File: config.mk
export PLATFORM = sky130hd
export DESIGN_NAME = mvu_out_stream
export DESIGN_NICKNAME = d
export VERILOG_FILES = /design/src/rtl/mvu_out_stream.sv
export SDC_FILE = /design/constraint.sdc
export NUM_CORES = 2
export LEC_CHECK = 0
export ABC_AREA = 1
export CELL_PAD_IN_SITES_DETAIL_PLACEMENT = 1
export CELL_PAD_IN_SITES_GLOBAL_PLACEMENT = 2
export CORE_AREA = 3 3 624 626
export DETAILED_ROUTE_END_ITERATION = 10
export DIE_AREA = 0 0 627 629
export GPL_TIMING_DRIVEN = 0
export PLACE_DENSITY = 0.9
export SYNTH_ARGS = -nofsm -noshare
export SYNTH_HDL_FRONTEND = slang
export SYNTH_SLANG_ARGS = --single-unit
File: constraint.sdc
create_clock -name clk -period 58.4 [get_ports clk]
set_input_delay 11.68 -clock clk [delete_from_list [all_inputs] [get_ports clk]]
set_output_delay 11.68 -clock clk [all_outputs]
set_load 0.01 [all_outputs]
File: src/rtl/mvu_out_stream.sv
// mvu_out_stream: buffers PE-wide accumulator vectors from the MVU core,
// saturates each lane to OUTPUT_WIDTH and streams the vector out over
// AXI-Stream, OUT_LANES lanes per beat. The core enable is derived from
// buffer occupancy so the core never loses a vector under back-pressure.
module mvu_out_stream #(
  parameter int PE           = 16,
  parameter int ACCU_WIDTH   = 58,
  parameter int OUTPUT_WIDTH = 32,
  parameter int OUT_LANES    = 4,
  parameter int DEPTH        = 4
) (
  input  logic                              clk,
  input  logic                              rst,
  output logic                              en,
  input  logic                              vld,
  input  logic [PE*ACCU_WIDTH-1:0]          p,
  output logic [OUT_LANES*OUTPUT_WIDTH-1:0] m_axis_tdata,
  output logic                              m_axis_tvalid,
  input  logic                              m_axis_tready,
  output logic                              m_axis_tlast
);

  localparam int BEATS  = PE / OUT_LANES;
  localparam int PTR_W  = $clog2(DEPTH);
  localparam int CNT_W  = PTR_W + 1;
  localparam int BEAT_W = (BEATS > 1) ? $clog2(BEATS) : 1;

  localparam logic [CNT_W-1:0]  CNT_FULL  = CNT_W'(DEPTH);
  localparam logic [BEAT_W-1:0] BEAT_LAST = BEAT_W'(BEATS - 1);

  // Vector storage; data is never reset, only the control around it.
  logic [PE*ACCU_WIDTH-1:0] r_buf [DEPTH];

  logic [PTR_W-1:0]  r_wr_ptr;
  logic [PTR_W-1:0]  r_rd_ptr;
  logic [CNT_W-1:0]  r_count;
  logic [BEAT_W-1:0] r_beat;

  logic                     w_push;
  logic                     w_hs;
  logic                     w_last_beat;
  logic                     w_pop;
  logic [PE*ACCU_WIDTH-1:0] w_head;

  // Clamp one signed accumulator lane to the signed output range. The lane
  // fits exactly when every bit from the output sign bit upward agrees.
  function automatic logic signed [OUTPUT_WIDTH-1:0] sat_lane(
    input logic signed [ACCU_WIDTH-1:0] x
  );
    logic [ACCU_WIDTH-OUTPUT_WIDTH:0] hi;
    hi = x[ACCU_WIDTH-1:OUTPUT_WIDTH-1];
    if ((hi == '0) || (&hi))
      sat_lane = x[OUTPUT_WIDTH-1:0];
    else if (x[ACCU_WIDTH-1])
      sat_lane = {1'b1, {(OUTPUT_WIDTH-1){1'b0}}};
    else
      sat_lane = {1'b0, {(OUTPUT_WIDTH-1){1'b1}}};
  endfunction

  // Enable depends only on registered occupancy, never on tready, so there is
  // no combinational path from the stream sink back into the core.
  assign en            = !rst && (r_count < CNT_FULL);
  assign m_axis_tvalid = (r_count != '0);
  assign w_last_beat   = (r_beat == BEAT_LAST);
  assign m_axis_tlast  = m_axis_tvalid && w_last_beat;
  assign w_push        = vld && en;
  assign w_hs          = m_axis_tvalid && m_axis_tready;
  assign w_pop         = w_hs && w_last_beat;
  assign w_head        = r_buf[r_rd_ptr];

  // Select the current beat's lanes from the head vector and saturate them.
  always_comb begin
    m_axis_tdata = '0;
    for (int k = 0; k < BEATS; k++) begin
      if (r_beat == k[BEAT_W-1:0]) begin
        for (int j = 0; j < OUT_LANES; j++) begin
          m_axis_tdata[j*OUTPUT_WIDTH +: OUTPUT_WIDTH] =
            sat_lane($signed(w_head[(k*OUT_LANES+j)*ACCU_WIDTH +: ACCU_WIDTH]));
        end
      end
    end
  end

  // Capture an accepted core vector into the slot at the write pointer.
  always_ff @(posedge clk) begin
    if (w_push)
      r_buf[r_wr_ptr] <= p;
  end

  // Pointer, occupancy and beat bookkeeping; reset discards everything held.
  always_ff @(posedge clk or posedge rst) begin
    if (rst) begin
      r_wr_ptr <= '0;
      r_rd_ptr <= '0;
      r_count  <= '0;
      r_beat   <= '0;
    end else begin
      if (w_push)
        r_wr_ptr <= r_wr_ptr + 1'b1;
      if (w_pop)
        r_rd_ptr <= r_rd_ptr + 1'b1;
      if (w_hs)
        r_beat <= w_last_beat ? '0 : r_beat + 1'b1;
      case ({w_push, w_pop})
        2'b10:   r_count <= r_count + 1'b1;
        2'b01:   r_count <= r_count - 1'b1;
        default: r_count <= r_count;
      endcase
    end
  end

endmodule

# Yosys cells after proc, flatten, opt, wreduce, memory -nomap -nowiden
# Memory sizes are Yosys's and may differ from the RTL's.
# Index checks and enable logic that the tools add are counted.
[totals]
regBits = 9
latch_bits = 0
ram_bits = 3712
rom_bits = 0
in_bits = 932
output_inout_bits = 131
memories = 1
[memory_table]
columns = ["memory", "words", "width", "read_ports", "rd_clocked_by_memory_dff", "wr", "line_no", "rtl"]
rows = [
  ["r_buf", 4, 928, 1, 0, 1, "32", "logic [PE*ACCU_WIDTH-1:0] r_buf [DEPTH];"],
]
[op_classes]
add_sub_neg = 5
multipliers = 0
n_div = 0
order_cmp = 1
eq_ne = 5
shift = 0
mux = 40
bitwise = 0
reduce_logical = 57
[ops]
columns = ["op", "count"]
rows = [
  ["32-bit 2-to-1 mux", 32],
  ["128-bit 2-to-1 mux", 4],
  ["27-bit logical NOT", 16],
  ["27-bit AND reduction", 16],
  ["1-bit logical OR", 16],
  ["2-bit by 1-bit adder with 2-bit output (second input constant)", 3],
  ["2-bit == test (second input constant)", 3],
  ["3-bit one-hot mux with 2 select lines", 1],
  ["1-bit logical AND", 5],
  ["2-bit by 1-bit == test with 1-bit output (second input constant)", 2],
  ["3-bit by 1-bit adder with 3-bit output (second input constant)", 1],
  ["3-bit < comparator (second input constant)", 1],
  ["3-bit nonzero test", 1],
  ["3-bit by 1-bit subtractor with 3-bit output (second input constant)", 1],
  ["2-bit logical NOT", 1],
  ["1-bit 2-to-1 mux", 2],
  ["2-bit 2-to-1 mux", 1],
  ["2-bit nonzero test", 1],
  ["1-bit logical NOT", 1],
]

# Logic depth before layout (Yosys ltp)
# An unclocked memory read counts as a cell.
[depth]
ltp_word = 8
mapped_depth = 21
mapped_depth_nobuf = 17

# Worst setup path after synthesis
# OpenSTA, ideal clock, no wires.
[synth_path]
kind = "input to register"
start = "in rst"
end = "mem r_buf[0][0] (netlist bit) (enable)"
t_arrival_ns = 50.513
path_slack_ns = 5.635
stages = 3
path_cell_list = "nor2_1 nand2_1 nor2_1"
[synth_between]
elab_chain_len = 5
[synth_rtl]
columns = ["item", "line_no", "rtl"]
rows = [
  ["start: declaration", "13", "input logic rst,"],
  ["1-bit logical NOT (no line)", "--", ""],
  ["1-bit logical AND", "62", "assign en = !rst && (r_count < CNT_FULL);"],
  ["1-bit logical AND", "66", "assign w_push = vld && en;"],
  ["1-bit 2-to-1 mux", "86", "if (w_push)"],
  ["1-bit 2-to-1 mux (implied by the code)", "87", "r_buf[r_wr_ptr] <= p;"],
  ["end: declaration", "32", ""],
]
# No other way between the ends.

# Final worst setup path
[layout_path]
start = "in rst"
end = "out en"
[layout_between]
elab_chain_len = 2
[layout_rtl]
columns = ["item", "line_no", "rtl"]
rows = [
  ["1-bit logical NOT (no line)", "--", ""],
  ["1-bit logical AND", "62", ""],
  ["end: declaration", "14", "output logic en,"],
]
# No other way between the ends.

==> flow_summary_export.csv <==
group,metric,value,unit
status,status,"complete, but fails checks",
status,violations,"max-capacitance violations, max-slew violations",
synthesis,yosys_register_bits,3721,
cts,clock_latency,970,ps
finish,stdcell_area,188000,sq um
synthesis,netlist_instances,13202,
floorplanning,die-height,629,um
synthesis,synthTopCellsByArea,"edfxtp_1 (73%), nand2_1 (11%), nand3_1 (3.5%)",
placed_design,hpwl,500000,um
sta,drv_slew,22,
sta,fin_tns_setup,0,ps
synthesis,synth_simple_gate_area_share,17.7,%
cts,tritoncts,"built",
sta,clock_skew,47.3,ps
synthesis,synth_top_family_by_area,"simple AND/OR/NAND/NOR gates",
sta,fmax,40.9,MHz
routing,routed_via_density,5.83,
synthesis,yosysTopAreaCell,"edfxtp_1",
routing,wl_per_cell,33.1,um
synthesis,synthDistinctLibCells,37,
grt,gr-total-overflow,0,
cts,ctsHoldBuffers,0,
sta,whs,494,ps
routing,drc,0,
critical_path,path_max_fanout,2,
cts,clk_pin_slew,60,ps
critical_path,startpoint_type,"input pin",
routing,finalWirelength,680000,um
placed_design,portBuffers,1062,
grt,grt_pass1_vias,119053,
floorplanning,std_cell_rows,228,
routing,drtPass1Iterations,6,
synthesis,synthAdderAreaFrac,0.0865,%
critical_path,path_class,"input pin to output pin",
cts,cts.sinks,3721,
power_and_ir_drop,comb_power_share,42.5,%
finish,final_cell_mix,"nand2_1 (4544), edfxtp_1 (3712), nor2_1 (1139)",
synthesis,synth_top_area_share,72.7,%
power_and_ir_drop,power.leakage,66.3,nW
grt,grt_pass1_wl,915000,um
critical_path,arrival,12770,ps
floorplanning,core-area,385000,sq um
power_and_ir_drop,power.switching,4.29,mW
sta,min_period,24450,ps
cts,cts_root_buf,"clkbuf_16",
critical_path,cp-end-kind,"output pin",
synthesis,synthesis.area,153000,sq um
synthesis,synth_compound_area_share,6.29,%
cts,numCtsBuffers,399,
finish,syn_to_final_growth,22.3,%
power_and_ir_drop,peakVddDrop,0.0341,mV
synthesis,synth-edff-count,3712,
cts,ctsLongestPathBuffers,4,
sta,worst_pin_slew,1560,ps
worst_hold_path,hold_path_depth,1,
grt,grt_max_degree,30,
sta,relSlewSlack,-4.13,%
power_and_ir_drop,total_power,9.90,mW
grt,antenna_found_initial,417,
critical_path,path_common_cell,"clkdlybuf4s50_1",
power_and_ir_drop,internal-power,5.61,mW
floorplanning,die-area,394000,sq um
floorplanning,die_w,627,um
critical_path,rr_worst_depth,13,
routing,dr_total_vias,119733,
synthesis,async_flop_share,0.242,%
floorplanning,start_util,39.8,%
synthesis,synth_ff_type,"edfxtp_1",
critical_path,crit_required,46720,ps
placed_design,place_congestion,0.954,
power_and_ir_drop,netSwitchingFraction,43.3,%
finish,layout-drive-gt1-share,8.15,%
cts,post_cts_resized,0,
placed_design,pre_cts_ws,33940,ps
synthesis,syn_area_per_cell,11.6,sq um
floorplanning,io_pins,1063,
critical_path,slowest_stage,"clkdlybuf4s50_1",
synthesis,yosysWarnings,0,
grt,grt_usage,33.1,%
synthesis,syn_nets,14144,
routing,drt_iter0_drc,16890,
power_and_ir_drop,seq_power_share,31.8,%
critical_path,path_cells,"clkdlybuf4s50_1, nor2_1, clkdlybuf4s50_1",
finish,final_nets,15775,
placed_design,place_area,174000,sq um
synthesis,synth-seq-area-share,72.9,%
run,max_cap_violations,2,
routing,antenna_left,0,
finish,layout_commonest_cell,"nand2_1",
sta,finalSetupViolCount,0,
cts,cts_max_level,5,
power_and_ir_drop,p_per_area,52.8,nW/um^2
power_and_ir_drop,power.share.clock,25.7,%
cts,cts_post_setup_buffers_inserted,0,
critical_path,slowest_delay,560,ps
sta,fin_ws,33950,ps
sta,rsz0062_at_grt,"false",
synthesis,synth-xor-area-share,0.0286,%
sta,period_share,41.9,%
worst_hold_path,min_path_type,"flip-flop to flip-flop",
synthesis,synthMuxAreaShare,0,%
sta,finalHoldViolCount,0,
-- power by group through the flow --
stage                     logic [mW]  registers [mW]  clock network (mW)
after global routing            4.39            3.15                2.66
after CTS                       4.09            3.14                2.55
final                           4.21            3.15                2.54
after floorplan                 1.94            3.46                   0
after global placement          3.91            3.71                   0
after detailed placement        4.05            3.20                   0
-- stage by stage --
step	utilization, %	std cells
final	48.7	20546
after global routing	48.7	20469
after CTS	48.5	20230
after detailed placement	45.2	19491
after global placement	44.2	19324
after floorplan	-	13202
-- logic make-up after synthesis --
| family | Yosys count |
|---|---|
| DFF | 3721 |
| and+or+nand+nor | 6843 |
| AOI/OAI and AO/OA | 1646 |
| buffers and inverters | 977 |
| xor gates and xnor gates | 5 |
| adders and majority gates | 10 |
-- worst max-delay path: cells and delay by family --
family	cells	cell delay, ps
buffers and inverters	2	970
and+or+nand+nor	1	120
-- per-layer routing --
layer	routed length, um	GRT usage [%]	up-vias
met2	295000	48.4	7343
met1	252000	42.4	60443
met4	58400	25.2	108
li1	-	-	50218
met3	73200	8.16	1621
met5	694	0	-
-- synth_stat cells (10+ instances only) --
| library cell | count |
|---|---|
| edfxtp_1 | 3712 |
| a32o_1 | 138 |
| o21ai_0 | 901 |
| inv_1 | 151 |
| buf_2 | 382 |
| clkbuf_1 | 294 |
| nand2_1 | 4544 |
| nand4_1 | 36 |
| o211ai_1 | 10 |
| buf_6 | 19 |
| buf_1 | 47 |
| nor3_1 | 23 |
| buf_4 | 76 |
| a21oi_1 | 153 |
| nand3_1 | 1082 |
| o22a_1 | 52 |
| o22ai_1 | 377 |
| nor2_1 | 1143 |
-- path summary, 6_finish.rpt --
| check | start | to | slack [ps] |
|---|---|---|---|
| max in group asynchronous | rst | r_rd_ptr[0]$_DFFE_PP0P_ | 47010 |
| worst max register to register | r_count[2]$_DFFE_PP0P_ | r_buf[3][148]$_DFFE_PP_ | 54150 |
| worst min-delay path | r_count[0]$_DFFE_PP0P_ | r_count[0]$_DFFE_PP0P_ | 490 |
| worst max-delay path | rst | en | 33950 |
| min in group asynchronous | rst | r_beat[1]$_DFFE_PP0N_ | 11040 |
| worst min register to register | r_count[0]$_DFFE_PP0P_ | r_count[0]$_DFFE_PP0P_ | 490 |
-- sequential cells by signal (all words and copies together), names as in the netlist --
name,count
r_buf,3712
r_count,3
r_beat,2
r_rd_ptr,2
r_wr_ptr,2
-- layout make-up --
| cell class | instances | area, sq um |
|---|---|---|
| Multi-Input combinational cell | 8504 | 37100 |
| Tap cell | 5060 | 6330 |
| Inverter | 159 | 598 |
| Clock buffer | 471 | 10300 |
| Antenna cell | 315 | 788 |
| Sequential cell | 3721 | 112000 |
| Clock inverter | 268 | 2560 |
| Timing Repair Buffer | 1230 | 14200 |
| Buffer | 818 | 4000 |
| Fill cell | 40313 | 197000 |
No activity file was read; power rests on OpenSTA's default activity.
